--- config.mk ---
export PLATFORM = sky130hd
export DESIGN_NAME = sysbus_arbiter
export DESIGN_NICKNAME = d
export VERILOG_FILES = /design/src/rtl/sysbus_arbiter_pkg.sv /design/src/rtl/sysbus_arbiter_rr_pick2.sv /design/src/rtl/sysbus_arbiter.sv
export SDC_FILE = /design/constraint.sdc
export NUM_CORES = 1
export LEC_CHECK = 0
export BUFFER_PORTS_ARGS = -buffer_cell sky130_fd_sc_hd__buf_2
export CAP_MARGIN = 10
export CORE_AREA = 2 2 186 188
export DETAILED_ROUTE_END_ITERATION = 10
export DIE_AREA = 0 0 188 190
export SLEW_MARGIN = 10
export SYNTH_ARGS = -nofsm -noshare
export SYNTH_HDL_FRONTEND = slang
export SYNTH_HIERARCHICAL = 1
export SYNTH_SLANG_ARGS = --single-unit
--- constraint.sdc ---
create_clock -name clk -period 4.9 [get_ports clk]
set_clock_uncertainty 0.1 [all_clocks]
set_input_delay 0.98 -clock clk [delete_from_list [all_inputs] [get_ports clk]]
set_output_delay 0.98 -clock clk [all_outputs]
set_load 0.005 [all_outputs]
--- src/rtl/sysbus_arbiter_pkg.sv ---
// Shared types and constants for the two-port system-bus arbiter.
package sysbus_arb_pkg;

   typedef enum logic [1:0] {
      IDLE  = 2'd0,
      REQ   = 2'd1,
      RDATA = 2'd2,
      WDATA = 2'd3
   } arb_state_t;

   // Direction bit position inside the request tag, and its encodings
   localparam int   DIR_BIT       = 12;
   localparam logic SYSBUS_READ   = 1'b1;
   localparam logic SYSBUS_WRITE  = 1'b0;

   localparam int   BEATS_DEFAULT = 8;

endpackage

--- src/rtl/sysbus_arbiter_rr_pick2.sv ---
// Combinational two-way round-robin selector: on a tie the port that was not
// served last wins.
module rr_pick2 (
   input  logic [1:0] req,
   input  logic       last,
   output logic       grant_valid,
   output logic       grant_idx
);

   always_comb begin
      grant_valid = |req;
      grant_idx   = (req == 2'b11) ? ~last : req[1];
   end

endmodule

--- src/rtl/sysbus_arbiter.sv ---
// Shares one system-bus master between an instruction-fetch port (0) and a
// data port (1); a grant covers one request plus its whole burst.
module sysbus_arbiter
   import sysbus_arb_pkg::*;
#(
   parameter int BUS_DATA_WIDTH = 64,
   parameter int BUS_TAG_WIDTH  = 13,
   parameter int BEATS          = BEATS_DEFAULT
) (
   input  logic                      clk,
   input  logic                      reset,
   input  logic                      p0_bus_reqcyc,
   input  logic [BUS_DATA_WIDTH-1:0] p0_bus_req,
   input  logic [BUS_TAG_WIDTH-1:0]  p0_bus_reqtag,
   input  logic                      p0_bus_respack,
   output logic                      p0_bus_reqack,
   output logic                      p0_bus_respcyc,
   output logic [BUS_DATA_WIDTH-1:0] p0_bus_resp,
   output logic [BUS_TAG_WIDTH-1:0]  p0_bus_resptag,
   input  logic                      p1_bus_reqcyc,
   input  logic [BUS_DATA_WIDTH-1:0] p1_bus_req,
   input  logic [BUS_TAG_WIDTH-1:0]  p1_bus_reqtag,
   input  logic                      p1_bus_respack,
   output logic                      p1_bus_reqack,
   output logic                      p1_bus_respcyc,
   output logic [BUS_DATA_WIDTH-1:0] p1_bus_resp,
   output logic [BUS_TAG_WIDTH-1:0]  p1_bus_resptag,
   output logic                      bus_reqcyc,
   output logic [BUS_DATA_WIDTH-1:0] bus_req,
   output logic [BUS_TAG_WIDTH-1:0]  bus_reqtag,
   output logic                      bus_respack,
   input  logic                      bus_respcyc,
   input  logic                      bus_reqack,
   input  logic [BUS_DATA_WIDTH-1:0] bus_resp,
   input  logic [BUS_TAG_WIDTH-1:0]  bus_resptag
);

   localparam int BEAT_W = $clog2(BEATS) + 1;

   arb_state_t        state_reg, state_next;
   logic              owner_reg, owner_next;
   logic              last_reg, last_next;
   logic [BEAT_W-1:0] beat_reg, beat_next;

   logic [1:0]                p_reqcyc, p_respack, p_reqack, p_respcyc;
   logic [BUS_DATA_WIDTH-1:0] p_req [2];
   logic [BUS_DATA_WIDTH-1:0] p_resp [2];
   logic [BUS_TAG_WIDTH-1:0]  p_reqtag [2];
   logic [BUS_TAG_WIDTH-1:0]  p_resptag [2];

   logic                      grant_valid, grant_idx;
   logic                      own_reqcyc, own_respack;
   logic [BUS_DATA_WIDTH-1:0] own_req;
   logic [BUS_TAG_WIDTH-1:0]  own_reqtag;
   logic                      route_req, route_resp, final_beat;

   assign p_reqcyc   = {p1_bus_reqcyc, p0_bus_reqcyc};
   assign p_respack  = {p1_bus_respack, p0_bus_respack};
   assign p_req[0]    = p0_bus_req;
   assign p_req[1]    = p1_bus_req;
   assign p_reqtag[0] = p0_bus_reqtag;
   assign p_reqtag[1] = p1_bus_reqtag;

   assign p0_bus_reqack  = p_reqack[0];
   assign p1_bus_reqack  = p_reqack[1];
   assign p0_bus_respcyc = p_respcyc[0];
   assign p1_bus_respcyc = p_respcyc[1];
   assign p0_bus_resp    = p_resp[0];
   assign p1_bus_resp    = p_resp[1];
   assign p0_bus_resptag = p_resptag[0];
   assign p1_bus_resptag = p_resptag[1];

   rr_pick2 u_pick (
      .req         (p_reqcyc),
      .last        (last_reg),
      .grant_valid (grant_valid),
      .grant_idx   (grant_idx)
   );

   assign own_reqcyc  = p_reqcyc[owner_reg];
   assign own_respack = p_respack[owner_reg];
   assign own_req     = p_req[owner_reg];
   assign own_reqtag  = p_reqtag[owner_reg];
   assign final_beat  = (beat_reg == BEAT_W'(BEATS - 1));

   always_ff @(posedge clk) begin
      if (reset) begin
         state_reg <= IDLE;
         owner_reg <= 1'b0;
         last_reg  <= 1'b1;
         beat_reg  <= '0;
      end else begin
         state_reg <= state_next;
         owner_reg <= owner_next;
         last_reg  <= last_next;
         beat_reg  <= beat_next;
      end
   end

   always_comb begin
      state_next = state_reg;
      owner_next = owner_reg;
      last_next  = last_reg;
      beat_next  = beat_reg;
      case (state_reg)
         IDLE: begin
            if (grant_valid) begin
               owner_next = grant_idx;
               state_next = REQ;
            end
         end
         REQ: begin
            if (bus_reqcyc && bus_reqack) begin
               beat_next  = '0;
               state_next = (own_reqtag[DIR_BIT] == SYSBUS_READ) ? RDATA : WDATA;
            end
         end
         RDATA: begin
            if (bus_respcyc && bus_respack) begin
               beat_next = beat_reg + 1'b1;
               if (final_beat) begin
                  last_next  = owner_reg;
                  state_next = IDLE;
               end
            end
         end
         WDATA: begin
            if (bus_reqcyc && bus_reqack) begin
               beat_next = beat_reg + 1'b1;
               if (final_beat) begin
                  last_next  = owner_reg;
                  state_next = IDLE;
               end
            end
         end
         default: state_next = IDLE;
      endcase
   end

   // Everything below is pure routing from registered state: no per-beat latency
   always_comb begin
      route_req   = (state_reg == REQ) || (state_reg == WDATA);
      route_resp  = (state_reg == RDATA);
      bus_reqcyc  = route_req && own_reqcyc;
      bus_req     = route_req ? own_req : '0;
      bus_reqtag  = route_req ? own_reqtag : '0;
      bus_respack = route_resp && own_respack;
   end

   generate
      for (genvar gi = 0; gi < 2; gi++) begin : g_port
         logic sel;
         assign sel = (owner_reg == 1'(gi));
         always_comb begin
            p_reqack[gi]  = route_req && sel && bus_reqack;
            p_respcyc[gi] = route_resp && sel && bus_respcyc;
            p_resp[gi]    = (route_resp && sel) ? bus_resp : '0;
            p_resptag[gi] = (route_resp && sel) ? bus_resptag : '0;
         end
      end
   endgenerate

endmodule

## Word level (Yosys, flattened, before mapping)

Cells that the tools add are included.

| storage, ports and cells | value |
|---|---|
| output and inout bits | 237 |
| flip-flop bits (word level) | 8 |
| logic and storage cells | 72 |

| operators by class | value |
|---|---|
| magnitude comparators | 2 |
| multiplexer cells | 32 |
| reductions and logical operators | 21 |
| bitwise logic cells | 3 |
| equality and inequality tests | 9 |
| add/sub/neg operators | 1 |

Operator list:

| operator | number |
|---|---|
| 64-bit two-way mux | 6 |
| 13-bit two-way mux | 6 |
| 1-bit logical AND | 12 |
| 4-bit two-way mux | 3 |
| 4-bit case mux with 3 select lines | 1 |
| 2-bit two-way mux | 5 |
| 1-bit two-way mux | 9 |
| 2-bit case mux with 4 select lines | 1 |
| 4-bit AND reduction | 2 |
| 2-bit == test, second input constant | 3 |
| 2-bit != test, second input constant | 3 |
| 4-bit by 1-bit adder with 4-bit output, second input constant | 1 |
| 4-bit by 3-bit == test with 1-bit output, second input constant | 1 |
| 3-bit AND reduction | 1 |
| 3-bit nonzero test | 1 |
| 2-bit by 1-bit == test with 1-bit output, second input constant | 1 |
| 2-bit greater-or-equal comparator, second input constant | 1 |
| 2-bit zero test | 1 |
| 1-bit by 2-bit < comparator with 1-bit output, second input constant | 1 |
| 2-bit by 1-bit != test with 1-bit output, second input constant | 1 |
| 1-bit inverter | 2 |
| 1-bit inverter with 2-bit output | 1 |
| 1-bit case mux with 2 select lines | 1 |
| 2-bit AND reduction | 1 |
| 3 further kinds | 3 |

## Logic depth before layout (Yosys ltp)

Gate-level depths: netlist of the first run.

| depth | value |
|---|---|
| depth after elaboration | 7 |
| gate-level depth with buffers | 7 |
| depth with buffers taken out | 5 |

## By module

Netlist of the first run, hierarchy kept.

Modules (own cells, without submodules):

| module | cells each | area an instance (um2) | instances | sequential area each (um2) |
|---|---|---|---|---|
| sysbus_arbiter | 408 | 2707.6 | 1 | 160.2 |
| rr_pick2 | 2 | 13.8 | 1 | 0.0 |

## Worst setup path after synthesis of the first run

Ideal clock, no wire load.

| path | value |
|---|---|
| path type | input -> output |
| start point | input port p1_bus_respack |
| end point | output port bus_respack |
| stages on the path | 2 |
| path buffers | 0 |
| data required time | 3820 ps |
| arrival | 1354 ps |
| setup slack | 2466 ps |
| path through | mux2i_1 nor2_1 |

| between the ends | value |
|---|---|
| word-level cells in the longest chain between the ends | 3 |

RTL lines:

| element | RTL line | text |
|---|---|---|
| start, declared | sysbus_arbiter.sv:23 | `input logic p1_bus_respack,` |
| 1-bit two-way mux (not written as such) (2 in a row) | sysbus_arbiter.sv:81 | `assign own_respack = p_respack[owner_reg];` |
| 1-bit logical AND | sysbus_arbiter.sv:147 | `bus_respack = route_resp && own_respack;` |
| end, declared | sysbus_arbiter.sv:31 | `output logic bus_respack,` |

No other way between the ends. The select of a mux whose other input is x is not followed.

## Final worst setup path of the first run

| path | value |
|---|---|
| start point | register state_reg[1] |
| end point | output port p0_bus_resp[34] |

| between the ends | value |
|---|---|
| word-level cells in the longest chain between the ends | 3 |

RTL lines:

| element | RTL line | text |
|---|---|---|
| start, declared | sysbus_arbiter.sv:40 | `arb_state_t state_reg, state_next;` |
| start signal, assigned | sysbus_arbiter.sv:93 | `state_reg <= state_next;` |
| 2-bit == test | sysbus_arbiter.sv:143 | `route_resp = (state_reg == RDATA);` |
| 1-bit logical AND | sysbus_arbiter.sv:157 | `p_resp[gi] = (route_resp && sel) ? bus_resp : '0;` |
| 64-bit two-way mux | sysbus_arbiter.sv:157 |  |
| end, declared | sysbus_arbiter.sv:18 | `output logic [BUS_DATA_WIDTH-1:0] p0_bus_resp,` |

No other way between the ends.

==> results.sh, run 1 <==
export IMPL_finalNetCount=1097
export IMPL_clock_sinks=8
export IMPL_p_leak_nw=3.27
export IMPL_grt_max_degree=81
export IMPL_die_height_um=190
export IMPL_p_comb_share_pct=59.4
export IMPL_vias_per_cell=3.42
export IMPL_relSlewSlack_pct=46.0
export IMPL_ys_flop_type="dfxtp_1"
export IMPL_pwr_share_clk_pct=25.8
export IMPL_area_growth_pct=107
export IMPL_p_per_area_nw_per_um2=97.5
export IMPL_avgSynthCellArea_um2=6.64
export IMPL_yosysTopAreaCellShare_pct=35.9
export IMPL_startpoint_type="flip-flop"
export IMPL_fin_tns_setup_ns=0
export IMPL_peakVddDrop_mv=0.0589
export IMPL_drv_slew=0
export IMPL_utilization_pct=16.6
export IMPL_finalHoldViolations=0
export IMPL_synth_area_um2=2720
export IMPL_cts_hold_buf=0
export IMPL_ys_ff_latch=8
export IMPL_intPower_w=0.000346
export IMPL_chipWidth_um=188
export IMPL_pin_count=476
export IMPL_final_layout_size_suffix_gt1_share_pct=57.2
export IMPL_netlist_top_cells_area="and2_1, mux2i_1, nor2_1"
export IMPL_synth_net_count=650
export IMPL_rrSetupSlack_ns=2.67
export IMPL_synth_warning_count=6
export IMPL_synth_edf_count=0
export IMPL_p_switching_w=0.000203
export IMPL_yosysTopAreaCell="and2_1"
export IMPL_worstSetupPathType="flip-flop to output pin"
export IMPL_ant_nets=0
export IMPL_cts_buffer_depth=2
export IMPL_grt_ovfl_total=0
export IMPL_ys_seq_area_share_pct=5.89
export IMPL_drt_iter0_drc=126
export IMPL_place_port_buffers=475
export IMPL_endpoint_kind="output pin"
export IMPL_synth_most_common_cell="and2_1"
export IMPL_largest_register_ffs=4
export IMPL_drt_total_wl_um=21900
export IMPL_async_reset_ff_share_pct=0
export IMPL_start_util_pct=8.02
export IMPL_post_cts_resized=0
export IMPL_cts_clk_slew_worst_paths_ns=0.04
export IMPL_drcViolationCount=0
export IMPL_fmax_ghz=0.295
export IMPL_hp_class="flip-flop to flip-flop"
export IMPL_min_period_over_period_pct=69.3
export IMPL_worstMarginPinSlew_ns=0.809
export IMPL_routedWlPerCell_um=16.7
export IMPL_antenna_found_initial=7
export IMPL_nFillCells=3912
export IMPL_arrival_ns=2.31
export IMPL_via_count=4491
export IMPL_grt_setup_unrepaired="no"
export IMPL_cts_htree_levels=1
export IMPL_grt_pass1_wl_um=28700
export IMPL_clock_root_buffer="clkbuf_16"
export IMPL_post_cts_buffers=0
export IMPL_clk_insertion_delay_late_ns=0.24
export IMPL_netlist_cell_type_count=35
export IMPL_row_count=68
export IMPL_required_ns=3.82
export IMPL_hpwl_um=19800
export IMPL_drt_first_pass_iters=4
export IMPL_grt_use_total_pct=11.2
export IMPL_swShare_pct=36.9
export IMPL_status="complete, no violations"
export IMPL_gp_congestion=0.823
export IMPL_tritoncts="yes"
export IMPL_core_area_um2=33900
export IMPL_die_area_um2=35700
export IMPL_synthTopCellsByCount="and2_1, nor2_1, mux2i_1, clkbuf_1, buf_2"
export IMPL_numCtsBuffers=3
export IMPL_syn_instance_count=410
export IMPL_seq_power_share_pct=14.7
export IMPL_cp_max_fo=42
export IMPL_grt_pass1_vias=4049
export IMPL_post_route_min_period_ns=3.39
export IMPL_setup_viol=0
export IMPL_cap_violations=0
==> cell type report <==
cell class | count | area [um^2] | area share, %
clock buffers | 4 | 78.8 | 1.40
diodes | 1 | 2.50 | 0.0445
repair buffers | 480 | 2410 | 42.9
well taps | 455 | 569 | 10.1
multi-input cells | 360 | 2380 | 42.4
inverters | 4 | 15.0 | 0.267
flip-flops and latches | 8 | 164 | 2.91
==> per-layer routing <==
layer  share of wire (%)  up-vias  track usage [%]
li1                    -     2205                -
met4                0.83        6             1.64
met3                 8.4       19             2.34
met2                  50      326             21.0
met1                  40     1935             13.4
met5                0.17        -                0
==> through the flow <==
step                instances  instance area (um^2)  power, W  hold slack [ns]  setup slack (ns)
detailed placement       1307                  5550  0.000413            0.395              1.69
finish                   1312                  5630  0.000549            0.396              1.51
global route             1311                  5630  0.000591            0.436              1.24
global placement         1307                  5550  0.000412            0.380              1.75
CTS                      1311                  5630  0.000559            0.400              1.43
floorplan                 410                  2720  0.000215            0.358              2.47
==> critical path, stage by stage, from the launching register on <==
cell      delay, ns
dfxtp_1        0.65
nand2b_4       0.14
nor2_4         0.52
buf_4          0.42
and2_1         0.18
buf_2          0.13
==> path summary, 6_finish.rpt <==
kind                                    start               to  depth (start not counted)
worst max-delay path             state_reg[1]  p0_bus_resp[34]                          5
worst min-delay path              beat_reg[3]      beat_reg[3]                          2
worst max register to register  g_port[1].sel      beat_reg[2]                          4
worst min register to register    beat_reg[3]      beat_reg[3]                          2
==> power groups by stage <==
stage | registers, W | logic (W) | clock network, W
finish | 0.0000808 | 0.000326 | 0.000142
global route | 0.0000825 | 0.000362 | 0.000147
CTS | 0.0000817 | 0.000333 | 0.000144
detailed placement | 0.0000827 | 0.000331 | 0
global placement | 0.0000826 | 0.000329 | 0
floorplan | 0.0000692 | 0.000145 | 0
==> layout by cell type (no fill, tap or decap), drive strengths merged, types with 3 or more instances in the layout <==
| master | netlist | routed |
|---|---|---|
| nor2 | 88 | 88 |
| dfxtp | 8 | 8 |
| and2 | 156 | 156 |
| buf | 15 | 480 |
| o21ai | 3 | 3 |
| nand2 | 3 | 3 |
| mux2i | 83 | 83 |
| inv | 4 | 4 |
| clkbuf | 23 | 4 |
| nand3 | 4 | 4 |
==> logic make-up (layout without fill, tap and decap cells) <==
family / after synthesis / in the layout / share of synthesized area (%)
AND/OR/NAND/NOR: 262 / 262 / 52.0
multiplexers: 83 / 83 / 30.7
buffers and inverters: 42 / 488 / 6.76
AO/OA/AOI/OAI: 14 / 14 / 4.18
flip-flops: 8 / 8 / 5.88
adder cells (fa/ha/maj): 1 / 1 / 0.460
other: 0 / 1 / 0
No activity file was read; power rests on OpenSTA's default activity.
==> run 2: changes to the inputs <==
--- a/config.mk
+++ b/config.mk
@@ -7,9 +7,9 @@
 export LEC_CHECK = 0
 export BUFFER_PORTS_ARGS = -buffer_cell sky130_fd_sc_hd__buf_2
 export CAP_MARGIN = 10
-export CORE_AREA = 2 2 186 188
+export CORE_AREA = 2 2 187 189
 export DETAILED_ROUTE_END_ITERATION = 10
-export DIE_AREA = 0 0 188 190
+export DIE_AREA = 0 0 189 191
 export SLEW_MARGIN = 10
 export SYNTH_ARGS = -nofsm -noshare
 export SYNTH_HDL_FRONTEND = slang
==> constraint.sdc (replaced) <==
create_clock -name clk -period 3.3 [get_ports clk]
set_clock_uncertainty 0.1 [all_clocks]
set_input_delay 0.66 -clock clk [delete_from_list [all_inputs] [get_ports clk]]
set_output_delay 0.66 -clock clk [all_outputs]
set_load 0.005 [all_outputs]
==> run 2 against run 1 <==
- hold slack got worse by 0.0061 ns
- critical path depth did not move
- first-iteration DRC count increased by 57%
- critical endpoint is now p0_bus_resp[31]
- largest power group unchanged
==> results.sh, run 2 (synthesis gave the netlist of run 1 again) <==
export IMPL_status="complete, no violations"
export IMPL_core_area_um2=34100
export IMPL_most_common_layout_cells="buf_2, and2_1, nor2_1, mux2i_1, dfxtp_1"
export IMPL_drt_total_wl_um=22100
export IMPL_drcViolationCount=0
export IMPL_finalNetCount=1097
export IMPL_gp_congestion=0.862
export IMPL_multi_input_area_um2=2380
export IMPL_p_per_area_nw_per_um2=145
export IMPL_worstSetupPathType="flip-flop to output pin"
export IMPL_routedWlPerCell_um=16.8
export IMPL_drv_slew=0
export IMPL_tritoncts="yes"
export IMPL_clock_root_buffer="clkbuf_16"
export IMPL_fmax_ghz=0.346
export IMPL_cts_htree_levels=1
export IMPL_ant_nets=0
export IMPL_finalHoldViolations=0
export IMPL_worstMarginPinSlew_ns=0.838
export IMPL_final_layout_size_suffix_gt1_share_pct=57.2
export IMPL_seq_area_um2=164
export IMPL_utilization_pct=16.6
export IMPL_drt_first_pass_iters=4
export IMPL_grt_setup_unrepaired="no"
export IMPL_grt_ovfl_total=0
export IMPL_min_period_over_period_pct=87.7
export IMPL_chipWidth_um=189
export IMPL_cts_hold_buf=0
export IMPL_fin_tns_setup_ns=0
export IMPL_setup_viol=0
export IMPL_cp_max_fo=48
export IMPL_peakVddDrop_mv=0.0994
export IMPL_post_cts_buffers=0
export IMPL_pin_count=476
export IMPL_grt_pass1_vias=4088
export IMPL_p_leak_nw=3.28
export IMPL_relSlewSlack_pct=44.1
export IMPL_grt_max_degree=81
export IMPL_area_growth_pct=108
export IMPL_clock_sinks=8
export IMPL_rrSetupSlack_ns=1.18
export IMPL_arrival_ns=2.13
export IMPL_die_height_um=191
export IMPL_post_route_min_period_ns=2.89
export IMPL_cts_buffer_depth=2
export IMPL_place_port_buffers=475
export IMPL_startpoint_type="flip-flop"
export IMPL_hpwl_um=19800
export IMPL_clk_insertion_delay_late_ns=0.24
export IMPL_row_count=68
export IMPL_grt_use_total_pct=10.9
export IMPL_die_area_um2=36100
export IMPL_endpoint_kind="output pin"
export IMPL_via_count=4608
export IMPL_start_util_pct=7.98
export IMPL_post_cts_resized=0
export IMPL_required_ns=2.54
export IMPL_cts_clk_slew_worst_paths_ns=0.04
export IMPL_hp_class="flip-flop to flip-flop"
export IMPL_largest_register_ffs=4
export IMPL_antenna_found_initial=7
export IMPL_numCtsBuffers=3
export IMPL_vias_per_cell=3.50
export IMPL_cap_violations=0
export IMPL_grt_pass1_wl_um=28300
export IMPL_nFillCells=3940
export IMPL_drt_iter0_drc=198
export IMPL_final_common_cell="buf_2"
run 2: cell count changes in the layout (fill, tap and decap cells not counted), sizes merged:
cell / previous run / this run
diode: 1 / 5
run 2: final timing paths:
path	cells after the start	end	start
worst max-delay path	5	p0_bus_resp[31]	state_reg[1]
worst min-delay path	2	beat_reg[3]	beat_reg[3]
worst max register to register	5	last_reg	g_port[1].sel
worst min register to register	2	beat_reg[3]	beat_reg[3]
run 2: worst max-delay path: stages (launching register included):
cell	delay (ns)
dfxtp_1	0.60
nand2b_4	0.13
nor2_4	0.38
buf_4	0.43
and2_1	0.20
buf_2	0.12
run 2: report_power, final:
part | internal, W | switching (W)
combinational | 0.000255 | 0.000246
clock | 0.000161 | 0.0000529
sequential | 0.0000997 | 0.00000839
total | 0.000516 | 0.000307
run 2: stage by stage:
stage / std cells / power [W] / setup slack (ns) / hold slack (ns) / instance area [um^2]
4_1_cts: 1311 / 0.000838 / 0.391 / 0.397 / 5650
2_1_floorplan: 410 / 0.000319 / 1.31 / 0.358 / 2720
3_5_place_dp: 1307 / 0.000615 / 0.643 / 0.390 / 5570
3_3_place_gp: 1307 / 0.000611 / 0.739 / 0.380 / 5570
6_report: 1316 / 0.000823 / 0.406 / 0.389 / 5660
5_1_grt: 1315 / 0.000888 / 0.193 / 0.423 / 5660
run 2: area by class of cell:
type | instances | area share, %
inverter | 4 | 0.265
antenna | 5 | 0.221
sequential | 8 | 2.89
tap | 455 | 10.1
timing repair buffer | 480 | 43.1
clock buffer | 4 | 1.39
multi-input combinational | 360 | 42.1
run 2: routing by layer:
metal	track usage, %	part of all wire, %	up-vias
li1	-	-	2215
met5	0	0	-
met1	14.2	42	2036
met2	18.7	47	338
met4	2.82	1.8	0
met3	1.63	8.6	19
